**src/rtl/incr_repeat_ctrl.sv**
```systemverilog
// Push-switch increment controller: synchronise and debounce SW0, then drive a
// 4-digit BCD counter with auto-repeat and registered 7-segment outputs.
module incr_repeat_ctrl #(
    parameter int unsigned DEBOUNCE_CYC = 4,
    parameter int unsigned HOLD_CYC     = 8,
    parameter int unsigned REPEAT_CYC   = 4
) (
    input  logic        clk,
    input  logic        rst,
    input  logic        SW0,
    output logic [27:0] HEX_arr,
    output logic [15:0] count_bcd,
    output logic        inc_pulse,
    output logic [2:0]  state
);

    localparam int unsigned MaxDh  = (DEBOUNCE_CYC > HOLD_CYC) ? DEBOUNCE_CYC : HOLD_CYC;
    localparam int unsigned MaxCyc = (MaxDh > REPEAT_CYC) ? MaxDh : REPEAT_CYC;
    localparam int unsigned TimerW = (MaxCyc > 2) ? $clog2(MaxCyc) : 1;

    localparam logic [TimerW-1:0] DbLast     = TimerW'(DEBOUNCE_CYC - 1);
    localparam logic [TimerW-1:0] HoldLast   = TimerW'(HOLD_CYC - 1);
    localparam logic [TimerW-1:0] RepeatLast = TimerW'(REPEAT_CYC - 1);

    typedef enum logic [2:0] {
        StIdle   = 3'd0,
        StDbOn   = 3'd1,
        StHold   = 3'd2,
        StRepeat = 3'd3,
        StDbOff  = 3'd4
    } state_e;

    state_e             state_q, state_d;
    logic [TimerW-1:0]  timer_q, timer_d;
    logic               sw_meta_q, sw_s_q;
    logic [15:0]        count_q, count_d;
    logic               inc_q, inc_d;
    logic [27:0]        hex_q;

    // Ripple-carry BCD increment; 9999 wraps to 0000.
    function automatic logic [15:0] bcd_inc(input logic [15:0] v);
        logic [15:0] r;
        logic        carry;
        r     = v;
        carry = 1'b1;
        for (int i = 0; i < 4; i++) begin
            if (carry) begin
                if (v[i*4 +: 4] == 4'd9) begin
                    r[i*4 +: 4] = 4'd0;
                end else begin
                    r[i*4 +: 4] = v[i*4 +: 4] + 4'd1;
                    carry       = 1'b0;
                end
            end
        end
        return r;
    endfunction

    // Active-low segments, bit order g..a.
    function automatic logic [6:0] seg7(input logic [3:0] d);
        logic [6:0] s;
        case (d)
            4'd0:    s = 7'b1000000;
            4'd1:    s = 7'b1111001;
            4'd2:    s = 7'b0100100;
            4'd3:    s = 7'b0110000;
            4'd4:    s = 7'b0011001;
            4'd5:    s = 7'b0010010;
            4'd6:    s = 7'b0000010;
            4'd7:    s = 7'b1111000;
            4'd8:    s = 7'b0000000;
            4'd9:    s = 7'b0010000;
            default: s = 7'b1111111;
        endcase
        return s;
    endfunction

    always_comb begin
        state_d = state_q;
        timer_d = timer_q + 1'b1;
        inc_d   = 1'b0;

        // Release is checked before any expiry so a simultaneous release never increments.
        case (state_q)
            StIdle: begin
                timer_d = '0;
                if (sw_s_q) begin
                    state_d = StDbOn;
                end
            end
            StDbOn: begin
                if (!sw_s_q) begin
                    state_d = StIdle;
                    timer_d = '0;
                end else if (timer_q == DbLast) begin
                    state_d = StHold;
                    timer_d = '0;
                    inc_d   = 1'b1;
                end
            end
            StHold: begin
                if (!sw_s_q) begin
                    state_d = StDbOff;
                    timer_d = '0;
                end else if (timer_q == HoldLast) begin
                    state_d = StRepeat;
                    timer_d = '0;
                    inc_d   = 1'b1;
                end
            end
            StRepeat: begin
                if (!sw_s_q) begin
                    state_d = StDbOff;
                    timer_d = '0;
                end else if (timer_q == RepeatLast) begin
                    timer_d = '0;
                    inc_d   = 1'b1;
                end
            end
            StDbOff: begin
                if (sw_s_q) begin
                    timer_d = '0;
                end else if (timer_q == DbLast) begin
                    state_d = StIdle;
                    timer_d = '0;
                end
            end
            default: begin
                state_d = StIdle;
                timer_d = '0;
            end
        endcase

        count_d = inc_d ? bcd_inc(count_q) : count_q;
    end

    always_ff @(posedge clk or negedge rst) begin
        if (!rst) begin
            sw_meta_q <= 1'b0;
            sw_s_q    <= 1'b0;
            state_q   <= StIdle;
            timer_q   <= '0;
            count_q   <= 16'h0000;
            inc_q     <= 1'b0;
            hex_q     <= {4{7'b1000000}};
        end else begin
            sw_meta_q <= SW0;
            sw_s_q    <= sw_meta_q;
            state_q   <= state_d;
            timer_q   <= timer_d;
            count_q   <= count_d;
            inc_q     <= inc_d;
            hex_q     <= {seg7(count_q[15:12]), seg7(count_q[11:8]),
                          seg7(count_q[7:4]), seg7(count_q[3:0])};
        end
    end

    assign HEX_arr   = hex_q;
    assign count_bcd = count_q;
    assign inc_pulse = inc_q;
    assign state     = state_q;

endmodule

```
**config.mk**
```make
export PLATFORM = sky130hd
export DESIGN_NAME = incr_repeat_ctrl
export DESIGN_NICKNAME = d
export VERILOG_FILES = /design/src/rtl/incr_repeat_ctrl.sv
export SDC_FILE = /design/constraint.sdc
export NUM_CORES = 1
export LEC_CHECK = 0
export CAP_MARGIN = 20
export CORE_MARGIN = 4
export CORE_UTILIZATION = 47
export CTS_CLUSTER_DIAMETER = 30
export DETAILED_ROUTE_END_ITERATION = 7
export HOLD_SLACK_MARGIN = 0.02
export PLACE_DENSITY = 0.84
export SYNTH_ARGS = -nofsm -noshare
export SYNTH_HDL_FRONTEND = slang
export SYNTH_SLANG_ARGS = --single-unit
```
**constraint.sdc**
```tcl
create_clock -name clk -period 2.1 [get_ports clk]
set_clock_uncertainty 0.15 [all_clocks]
set_input_delay 0.42 -clock clk [delete_from_list [all_inputs] [get_ports clk]]
set_output_delay 0.42 -clock clk [all_outputs]
set_load 0.02 [all_outputs]
```
==> reports/results.tsv <==
stage	metric	value	unit
clocking	cts-buffers-inserted	5	
logic_synthesis	async_reset_ff_share	100.0	%
drt	num_vias	2205	
placement	portBuffers	50	
worst_hold_path	hold_class	reg -> reg	
grt	first_global_vias	2230	
clocking	htree_levels	2	
clocking	clock_path_buffers	2	
timing	tightest_slew	0.3130	ns
run	cap_violations	0	
logic_synthesis	synth-edff-count	0	
logic_synthesis	yosys-top-cells-area	dfrtp_1 46%, ha_1 11%, o21ai_0 5.1%	
critical_path	crit_type	reg -> reg	
cells_and_area	final_cells	423	
critical_path	r2r_setup_slack	-0.03	ns
status	violations	setup timing	
drt	wl_per_cell	13.63	um
critical_path	cp-start-kind	register	
critical_path	cpPeakStageDelay	0.53	ns
placement	dp_slack	-0.01512	ns
critical_path	worstPathCellList	ha_4 -> ha_4 -> nand3b_1 -> a2111o_1 -> or4_4 -> nand2_2	
power	power.leakage	1.659	nW
critical_path	worst_path_max_delay_cell	or4_4	
timing	final.setup.worst_slack	-0.02548	ns
timing	period_share	101.2	%
critical_path	critPathMostFrequentCell	ha_4	
logic_synthesis	synthCells	276	
drt	remaining_drc_errors	0	
clocking	clkLatencyLatePin	0.31	ns
logic_synthesis	yosysWarnings	0	
cells_and_area	area_delta_synth_final	35.62	%
logic_synthesis	synth_seq_area_share	50.26	%
cells_and_area	fin_util	65.64	%
cells_and_area	nets	377	
clocking	clk_pin_slew	0.09	ns
placement	hpwl	4104	um
logic_synthesis	synth_area_leader_cell	dfrtp_1	
grt	gr-total-overflow	0	
timing	slew_viol_final	0	
critical_path	worstPathArrival	2.23	ns
floorplanning	design.die.area	6901	um2
timing	max_freq	470.5	MHz
placement	gp_congestion	0.8724	
floorplanning	die_w	83.07	um
cells_and_area	final_common_cell	clkdlybuf4s50_1	
cells_and_area	n_antenna_cell	0	
floorplanning	num_rows	27	
logic_synthesis	netlist_area	2649	um2
timing	finalHoldViolations	0	
grt	antenna_found_initial	0	
power	ir_drop	292.2	uV
logic_synthesis	syn_area_per_cell	9.597	um2
timing	relSlewSlack	78.87	%
timing	rsz0062_at_grt	true	
grt	grt_usage	17.33	%
drt	drt-total-wl	5764	um
logic_synthesis	yosysUniqueCellTypes	37	
floorplanning	initial_utilization	48.40	%
critical_path	cp.required	2.20	ns
drt	drt_iter0_drc	121	
timing	min_period	2.125	ns
critical_path	end_kind	register	
logic_synthesis	synth_nets	303	
grt	grt_pass1_wl	9818	um
placement	dp_cells	411	
logic_synthesis	synth_top_area_share	46.29	%
floorplanning	fp.coreArea	5473	um2
critical_path	path_max_fanout	4	
clocking	cts_root_buf	clkbuf_8	
logic_synthesis	synth.ff_latch_count	53	
clocking	cts_tree	built	
grt	grt_max_degree	54	
cells_and_area	drive_above_1_share	18.23	%
clocking	clock_sink_count	53	
timing	setup_violations	2	
power	power_density	529.8	nW/um2
drt	dr.pass1.iters	4	
floorplanning	die_h	83.07	um
status	status	finished, violations left	
drt	ant_nets	0	
timing	whs	0.2183	ns
cells_and_area	mostFrequentLayoutCells	48 x clkdlybuf4s50_1, 44 x dfrtp_1, 33 x nor2_1	
floorplanning	ios	51	
logic_synthesis	synth_flop_cell	dfrtp_1	
drt	viasPerCell	5.213	
## registers in the layout, indices dropped and copies added, names as in the netlist
name / count
HEX_arr: 28
count_bcd: 16
state: 3
timer_q: 3
inc_pulse: 1
sw_meta_q: 1
sw_s_q: 1
## per-stage QoR
step	total power [mW]	cell area, um2	setup TNS [ns]
after global placement	1.201	3395	0
after floorplan	1.129	2668	0
after CTS	1.920	3528	0
after detailed placement	1.206	3395	-0.01512
after global routing	1.990	3592	-0.2069
final	1.903	3592	-0.04412
## routing by layer
metal / up-vias / global-route usage (%) / part of all wire [%]
met5: - / 0 / 0
met4: 0 / 7.281 / 2.8
met3: 14 / 4.365 / 3.8
met2: 56 / 31.71 / 53
met1: 1059 / 18.86 / 40
li1: 1076 / - / -
## what timing repair did
| action | 4_1_cts | 5_1_grt |
|---|---|---|
| hold buffers | 1 | 0 |
| gates resized for setup | 3 | 12 |
| endpoints found under the setup margin | 1 | 8 |
| pin swaps | 2 | 5 |
| setup buffers | 0 | 3 |
| hold endpoints to repair | 49 | 0 |
## synth_stat cells (6+ instances only)
| cell | count |
|---|---|
| a21oi_1 | 21 |
| a31oi_1 | 6 |
| clkbuf_1 | 7 |
| dfrtp_1 | 49 |
| ha_1 | 24 |
| inv_1 | 20 |
| nand2_1 | 33 |
| nand3_1 | 8 |
| nor2_1 | 33 |
| o21ai_0 | 27 |
## power by group
group / internal (mW) / switching (mW) / leakage, nW / total, mW
clock network: 0.389 / 0.325 / 0.0585 / 0.714
logic: 0.0612 / 0.0794 / 0.892 / 0.141
registers: 1.04 / 0.00955 / 0.708 / 1.05
## worst paths after layout
kind / depth (start not counted) / to / startpoint
setup / recovery: 6 / count_bcd[10] / timer_q[0]
hold reg to reg: 0 / sw_s_q / sw_meta_q
hold / removal: 0 / sw_s_q / sw_meta_q
setup reg to reg: 6 / count_bcd[10] / timer_q[0]
max in group asynchronous: 3 / HEX_arr[20] / rst
min in group asynchronous: 3 / HEX_arr[1] / rst
## layout make-up
| type | count | area [um2] |
|---|---|---|
| Clock buffer | 7 | 86.33 |
| Multi-Input combinational cell | 194 | 1262 |
| Inverter | 20 | 77.57 |
| Tap cell | 72 | 90.09 |
| Timing Repair Buffer | 76 | 708.2 |
| Fill cell | 410 | 1881 |
| Clock inverter | 1 | 30.03 |
| Sequential cell | 53 | 1338 |
## critical path, delay by kind of cell, from the launching register on
kind	cells	cell delay, ns
flops	1	0.42
compound gates	1	0.47
fa+ha+maj	2	0.31
simple gates	3	0.73
## logic make-up after synthesis
group,count (synthesis),share of synthesized area (%)
fa+ha+maj,24,11.34
compound gates,69,15.21
mux,5,2.078
buf+inv,29,4.204
flops,53,50.26
simple gates,96,16.91
No activity file was read; power rests on OpenSTA's default activity.
